File: src/rtl/uart_pkg.sv
// Shared UART definitions: receiver/transmitter state codes and oversampling constants.
package uart_pkg;

  typedef enum logic [2:0] {
    IDLE   = 3'd0,
    START  = 3'd1,
    DATA   = 3'd2,
    PARITY = 3'd3,
    STOP   = 3'd4
  } uart_state_e;

  localparam int OVERSAMPLE = 16;
  localparam int MID_TICK   = 7;
  localparam int LAST_TICK  = OVERSAMPLE - 1;

  // Bits needed to hold values 0..max_val, never less than min_bits.
  function automatic int cnt_width(input int max_val, input int min_bits);
    int w;
    w = 1;
    while ((1 << w) <= max_val) w++;
    return (w < min_bits) ? min_bits : w;
  endfunction

endpackage

File: src/rtl/uart_sync2.sv
// Two-flop synchroniser for asynchronous single-bit inputs; the reset value is
// chosen per use so that an idle line does not look like activity after reset.
module uart_sync2 #(
  parameter logic RESET_VAL = 1'b0
) (
  input  logic clk,
  input  logic reset_n,
  input  logic d,
  output logic q
);

  logic meta;

  always_ff @(posedge clk or negedge reset_n) begin
    if (!reset_n) begin
      meta <= RESET_VAL;
      q    <= RESET_VAL;
    end else begin
      meta <= d;
      q    <= meta;
    end
  end

endmodule

File: src/rtl/uart_rx_core.sv
// UART receive engine: 16x oversampled start detection, mid-bit data sampling,
// optional parity check and stop-bit check, with a one-clock rx_done strobe.
//
// state  | meaning
// IDLE   | line idle, waiting for rx_s low (checked every clk)
// START  | counting to mid start bit to reject glitches
// DATA   | sampling DBIT data bits at mid-bit, LSB first
// PARITY | sampling the parity bit and computing the mismatch
// STOP   | waiting SB_TICK ticks, then sampling the stop bit
module uart_rx_core
  import uart_pkg::*;
#(
  parameter int DBIT       = 8,
  parameter int SB_TICK    = 16,
  parameter int PARITY_EN  = 0,
  parameter int PARITY_ODD = 0
) (
  input  logic            clk,
  input  logic            reset_n,
  input  logic            s_tick,
  input  logic            rx,
  output logic [DBIT-1:0] rx_data,
  output logic            rx_done,
  output logic            frame_err,
  output logic            parity_err,
  output logic            busy
);

  localparam int SW = cnt_width(SB_TICK - 1, 4);
  localparam int NW = cnt_width(DBIT - 1, 1);

  localparam logic [SW-1:0] S_MID  = SW'(MID_TICK);
  localparam logic [SW-1:0] S_LAST = SW'(LAST_TICK);
  localparam logic [SW-1:0] S_STOP = SW'(SB_TICK - 1);
  localparam logic [NW-1:0] N_LAST = NW'(DBIT - 1);
  localparam logic          ODD    = (PARITY_ODD != 0);

  uart_state_e     state, state_next;
  logic [SW-1:0]   s, s_next;
  logic [NW-1:0]   n, n_next;
  logic [DBIT-1:0] shreg, shreg_next;
  logic            p_err, p_err_next;
  logic            frame_end;
  logic            rx_s;

  // Synchroniser resets high so the idle line is not mistaken for a start bit.
  uart_sync2 #(.RESET_VAL(1'b1)) u_sync_rx (
    .clk     (clk),
    .reset_n (reset_n),
    .d       (rx),
    .q       (rx_s)
  );

  always_ff @(posedge clk or negedge reset_n) begin
    if (!reset_n) begin
      state <= IDLE;
      s     <= '0;
      n     <= '0;
      shreg <= '0;
      p_err <= 1'b0;
    end else begin
      state <= state_next;
      s     <= s_next;
      n     <= n_next;
      shreg <= shreg_next;
      p_err <= p_err_next;
    end
  end

  always_comb begin
    state_next = state;
    s_next     = s;
    n_next     = n;
    shreg_next = shreg;
    p_err_next = p_err;
    frame_end  = 1'b0;

    case (state)
      IDLE: begin
        if (!rx_s) begin
          state_next = START;
          s_next     = '0;
        end
      end

      START: begin
        if (s_tick) begin
          if (s == S_MID) begin
            // A start bit that is high again by mid-bit is treated as noise.
            if (!rx_s) begin
              state_next = DATA;
              s_next     = '0;
              n_next     = '0;
            end else begin
              state_next = IDLE;
            end
          end else begin
            s_next = s + 1'b1;
          end
        end
      end

      DATA: begin
        if (s_tick) begin
          if (s == S_LAST) begin
            shreg_next = {rx_s, shreg[DBIT-1:1]};
            s_next     = '0;
            if (n == N_LAST) begin
              state_next = (PARITY_EN != 0) ? PARITY : STOP;
            end else begin
              n_next = n + 1'b1;
            end
          end else begin
            s_next = s + 1'b1;
          end
        end
      end

      PARITY: begin
        if (s_tick) begin
          if (s == S_LAST) begin
            p_err_next = (^shreg) ^ rx_s ^ ODD;
            state_next = STOP;
            s_next     = '0;
          end else begin
            s_next = s + 1'b1;
          end
        end
      end

      STOP: begin
        if (s_tick) begin
          if (s == S_STOP) begin
            state_next = IDLE;
            frame_end  = 1'b1;
          end else begin
            s_next = s + 1'b1;
          end
        end
      end

      default: state_next = IDLE;
    endcase
  end

  // Word and both error flags are published together with the strobe.
  always_ff @(posedge clk or negedge reset_n) begin
    if (!reset_n) begin
      rx_data    <= '0;
      rx_done    <= 1'b0;
      frame_err  <= 1'b0;
      parity_err <= 1'b0;
    end else begin
      rx_done <= frame_end;
      if (frame_end) begin
        rx_data    <= shreg;
        frame_err  <= ~rx_s;
        parity_err <= (PARITY_EN != 0) ? p_err : 1'b0;
      end
    end
  end

  assign busy = (state != IDLE);

endmodule

File: config.mk
export PLATFORM = sky130hd
export DESIGN_NAME = uart_rx_core
export DESIGN_NICKNAME = d
export VERILOG_FILES = /design/src/rtl/uart_pkg.sv /design/src/rtl/uart_sync2.sv /design/src/rtl/uart_rx_core.sv
export SDC_FILE = /design/constraint.sdc
export NUM_CORES = 1
export LEC_CHECK = 0
export CORE_ASPECT_RATIO = 1.1
export CORE_UTILIZATION = 59
export DETAILED_ROUTE_END_ITERATION = 7
export PLACE_DENSITY = 0.88
export SYNTH_ARGS = -nofsm -noshare
export SYNTH_HDL_FRONTEND = slang
export SYNTH_SLANG_ARGS = --single-unit
File: constraint.sdc
create_clock -name clk -period 4.25 [get_ports clk]
set_input_delay 0.6375 -clock clk [delete_from_list [all_inputs] [get_ports clk]]
set_output_delay 0.6375 -clock clk [all_outputs]
set_load 0.005 [all_outputs]
# --- Word-level counts from Yosys, hierarchy flattened ---
# Cells that the tools add are included.
op_classes:
  eq_ne: 21
  reduce_logical: 9
  n_addsub: 2
  bitwise_logic: 1
  mux: 30
ops:
  columns: ["cell", "n"]
  rows:
  - ["3-bit 2-to-1 mux", 16]
  - ["4-bit 2-to-1 mux", 7]
  - ["2-bit inequality test (second input constant)", 13]
  - ["4-bit case mux with 4 select lines", 1]
  - ["3-bit case mux with 5 select lines", 1]
  - ["10-bit AND reduction", 1]
  - ["7-bit AND reduction", 1]
  - ["3-bit by 2-bit equality test with 1-bit output (second input constant)", 2]
  - ["3-bit equality test (second input constant)", 2]
  - ["3-bit case mux with 2 select lines", 1]
  - ["5-bit AND reduction", 1]
  - ["4-bit by 1-bit adder with 4-bit output (second input constant)", 1]
  - ["4-bit by 3-bit equality test with 1-bit output (second input constant)", 1]
  - ["4-bit equality test (second input constant)", 1]
  - ["4-bit nonzero test", 1]
  - ["3-bit by 1-bit adder with 3-bit output (second input constant)", 1]
  - ["3-bit by 1-bit equality test with 1-bit output (second input constant)", 1]
  - ["3-bit zero test", 1]
  - ["1-bit 2-to-1 mux", 3]
  - ["3-bit AND reduction", 1]
  - ["3-bit nonzero test", 1]
  - ["2-bit 2-to-1 mux", 1]
  - ["2-bit by 1-bit inequality test with 1-bit output (second input constant)", 1]
  - ["2-bit nonzero test", 1]
  - ["other kinds (2)", 2]
word_totals:
  in_bits: 4
  register_bits: 30
  out_inout_bits: 12

# --- Longest topological paths before layout ---
depth:
  word_depth: 5
  ltp_mapped: 6
  mapped_depth_nobuf: 5

# --- Hierarchy ---
# From an unflattened synthesis, not the netlist that was laid out.
hier_totals:
  cells_unflattened: 120
  area_unflattened_um2: 1425.1
by_module_without_submodules:
  columns: ["mod", "instances", "cells_per_inst", "seq_area_each_um2", "area_per_inst_um2"]
  rows:
  - ["uart_rx_core", 1, 118, 700.7, 1372.6]
  - ["uart_sync2", 1, 2, 52.6, 52.6]

# --- Worst setup path before layout ---
# Ideal clock, no wire load.
synth_path:
  path_kind: "input port to flip-flop"
  start: "input s_tick"
  end: "register shreg[0]"
  setup_ns: 0.125
  path_stages: 4
  required_ns: 4.125
  arrival_time_ns: 1.767
  path_slack_ns: 2.359
  path_cell_list: "buf_2 > nand4_1 > nor3_2 > mux2_2"
synth_via:
  elab_chain_len: 1
synth_rtl:
  columns: ["item", "line", "text"]
  rows:
  - ["start: declaration", "uart_rx_core.sv:20", "input logic s_tick,"]
  - ["3-bit AND reduction (no line)", null, null]
  - ["end signal: assignment", "uart_rx_core.sv:65", "shreg <= shreg_next;"]
  - ["end: declaration", "uart_rx_core.sv:41", "logic [DBIT-1:0] shreg, shreg_next;"]
# No other way between the ends.
# A chain may end at the register's enable or synchronous reset.

# --- Final worst setup path ---
layout_path:
  start: "register state[0]"
  end: "output busy"
layout_via:
  elab_chain_len: 1
layout_rtl:
  columns: ["item", "line", "text"]
  rows:
  - ["start: declaration", "uart_rx_core.sv:38", "uart_state_e state, state_next;"]
  - ["start signal: assignment", "uart_rx_core.sv:62", "state <= state_next;"]
  - ["3-bit nonzero test", "uart_rx_core.sv:163", "assign busy = (state != IDLE);"]
  - ["end: declaration", "uart_rx_core.sv:26", "output logic busy"]
# No other way between the ends.

==> results.json <==
{
  "clkPwrFrac_pct": 21.3,
  "hp-class": "flop to flop",
  "maxCapViolCount": 0,
  "syn_to_final_growth_pct": 13.8,
  "drc": 0,
  "drive_gt1_share_pct": 25.0,
  "core_sq_um": 2270,
  "dp.final_hpwl_mm": 1.76,
  "viasPerCell": 6.01,
  "fmax_mhz": 414,
  "syn-num-nets": 124,
  "htree_levels": 2,
  "clk_pin_slew_ns": 0.09,
  "tightest_slew_ns": 0.563,
  "numCtsBuffers": 5,
  "grtUsageTotal_pct": 22.2,
  "io_buffers": 14,
  "drtIter0Drc": 29,
  "grt_max_degree": 31,
  "grt_pass1_wl_mm": 4.16,
  "overflow": 0,
  "ys.flop_type": "dfrtp_1",
  "worst-r2r-setup-slack_ns": 2.28,
  "grt_pass1_vias": 918,
  "start_util_pct": 63.3,
  "synth.cell_area_sq_um": 1440,
  "dieHeight_um": 53.8,
  "critPathMaxFanout": 17,
  "period_needed_ns": 2.41,
  "tns_ns": 0,
  "p_sw_uw": 277,
  "dieWidth_um": 49.1,
  "worstSetupEndpointType": "output port",
  "yosysWarningCount": 0,
  "crit_arrival_ns": 1.78,
  "clk_latency_ns": 0.32,
  "leakagePower_uw": 0.000766,
  "r2r-start": "s[0]",
  "cts.sinks": 30,
  "min_from": "u_sync_rx.meta",
  "path_buf_inv": 1,
  "hold_path_depth": 0,
  "power_frac_seq_pct": 50.1,
  "root_buffer": "clkbuf_4",
  "crit_path_cell_trace": "or3_1 -> clkdlybuf4s50_1",
  "fin_nets": 138,
  "max_slew_margin_pct": 62.2,
  "synthDistinctLibCells": 39,
  "slew_viol_final": 0,
  "cts_buffer_depth": 2,
  "ios": 16,
  "die-area_sq_um": 2640,
  "dr.pass1.iters": 4,
  "fin_crit_sh_pct": 56.8,
  "row_count": 18,
  "rsz0062_at_grt": "no",
  "ant_nets": 0,
  "combPwrFrac_pct": 28.6,
  "avgSynthCellArea_sq_um": 12.3,
  "synthCells": 117,
  "ctsHoldBuffers": 0,
  "crit_required_ns": 3.61,
  "switching_share_pct": 34.8,
  "power_density_nw_per_um2": 486,
  "pre_cts_ws_ns": 1.62,
  "finalSetupViolations": 0,
  "critical_path_class": "flop to output port",
  "worst_slack_ns": 1.84,
  "wirelength_mm": 2.51,
  "ys_seq_area_share_pct": 52.3,
  "internal_power_uw": 519,
  "antenna_found_initial": 0,
  "gp_congestion": 0.977,
  "async_flop_share_pct": 100,
  "run_status": "finished clean",
  "cts_tree": "done",
  "hold_viol_final": 0,
  "diodes": 0,
  "cp_top_family": "flip-flops",
  "wl_per_cell_um": 15.5,
  "r2r_end": "shreg[2]",
  "cts_setup_buffers": 0,
  "skew_ns": 0.00569,
  "synth_edf_count": 0,
  "rr_worst_depth": 4,
  "cts-resized-gates": 0,
  "vdd_drop_max_v": 0.000329,
  "ys_ff_latch": 30,
  "route.vias.total": 974,
  "whs_endpoint": "u_sync_rx.q",
  "crit_path_start_kind": "flop",
  "cpPeakStageDelay_ns": 0.58,
  "final.fill_count": 166,
  "crit_slowest_cell": "dfrtp_1"
}
[per-layer routing]
metal | vias up | track usage, % | wire length, um | part of all wire [%]
li1 | 453 | - | - | -
met4 | 0 | 9.80 | 19 | 0.76
met1 | 477 | 26.1 | 1050 | 42
met2 | 40 | 35.8 | 1300 | 52
met5 | - | 0 | 0 | 0
met3 | 4 | 9.60 | 149 | 5.9
[power groups by stage]
stage	clock network (uW)	logic, uW	registers (uW)
6_report	170	228	398
3_5_place_dp	0	227	401
2_1_floorplan	0	230	351
3_3_place_gp	0	215	395
5_1_grt	191	253	407
4_1_cts	180	228	395
[synthesized netlist by cell type (2+ instances only)]
master	instances	share of area (%)
ha_1	3	2.6
inv_1	3	0.78
dfrtp_1	28	49
dfstp_2	2	3.7
o21ai_0	5	1.7
xnor2_1	2	1.2
clkbuf_1	2	0.52
nor3b_1	2	1.0
a32o_1	2	1.4
nor2_1	4	1.0
mux2_2	19	15
or3_1	2	0.87
mux2i_1	2	1.4
a22o_1	2	1.2
nand2_1	4	1.0
and2_1	2	0.87
nor2b_1	2	0.87
nand3_1	6	2.1
buf_2	4	1.4
nand4_1	2	0.87
[registers in the layout, indices dropped and copies added (netlist names)]
signal,count
u_sync_rx.meta,1
frame_err,1
u_sync_rx.q,1
rx_data,8
s,4
state,3
shreg,8
n,3
rx_done,1
[through the flow]
| stage | hold WS [ns] | utilization, % | std cells | area, sq um | power [uW] |
|---|---|---|---|---|---|
| 2_1_floorplan | 0.342 | - | 117 | 1440 | 580 |
| 3_5_place_dp | 0.355 | 69.4 | 154 | 1580 | 628 |
| 3_3_place_gp | 0.346 | 69.4 | 154 | 1580 | 611 |
| 6_report | 0.366 | 72.0 | 162 | 1640 | 796 |
| 4_1_cts | 0.367 | 72.0 | 162 | 1640 | 803 |
| 5_1_grt | 0.372 | 72.0 | 162 | 1640 | 851 |
[logic make-up (layout without fill, tap and decap cells)]
| logic type | after synthesis | after routing | synth area share (%) |
|---|---|---|---|
| AO/OA/AOI/OAI | 19 | 19 | 11.0 |
| XOR/XNOR | 2 | 2 | 1.22 |
| adder cells (fa/ha/maj) | 3 | 3 | 2.61 |
| buffers and inverters | 11 | 26 | 4.00 |
| flip-flops | 30 | 30 | 52.3 |
| multiplexers | 21 | 21 | 16.3 |
| other | 1 | 1 | 0.261 |
| AND/OR/NAND/NOR | 30 | 30 | 12.3 |
[layout make-up]
cell class	count	area [sq um]	area share, %
Tap cell	30	37.5	2.29
Clock buffer	7	55.1	3.36
Sequential cell	30	753	46.0
Timing Repair Buffer	15	148	9.01
Clock inverter	1	5.00	0.306
Inverter	3	11.3	0.688
Multi-Input combinational cell	76	628	38.3
[cells in the final DEF, fill, tap and decap left out, drive strengths merged, types with 2 or more instances in the layout]
cell,instances
a22o,2
a32o,2
and2,2
clkbuf,7
clkdlybuf4s50,14
dfrtp,28
dfstp,2
ha,3
inv,3
mux2,19
mux2i,2
nand2,4
nand3,6
nand4,2
nor2,4
nor2b,2
nor3,2
nor3b,2
o21ai,5
or3,2
xnor2,2
[how the worst max path moves through the flow]
stage,slack (ns),startpoint,cells past startpoint,to
5_1_grt,1.74,state[0],2,busy
3_5_place_dp,1.62,s_tick,4,shreg[2]
6_report,1.84,state[0],2,busy
2_1_floorplan,2.36,s_tick,4,shreg[0]
3_3_place_gp,1.74,s_tick,4,shreg[3]
4_1_cts,1.83,state[0],2,busy
No activity file was read; power rests on OpenSTA's default activity.
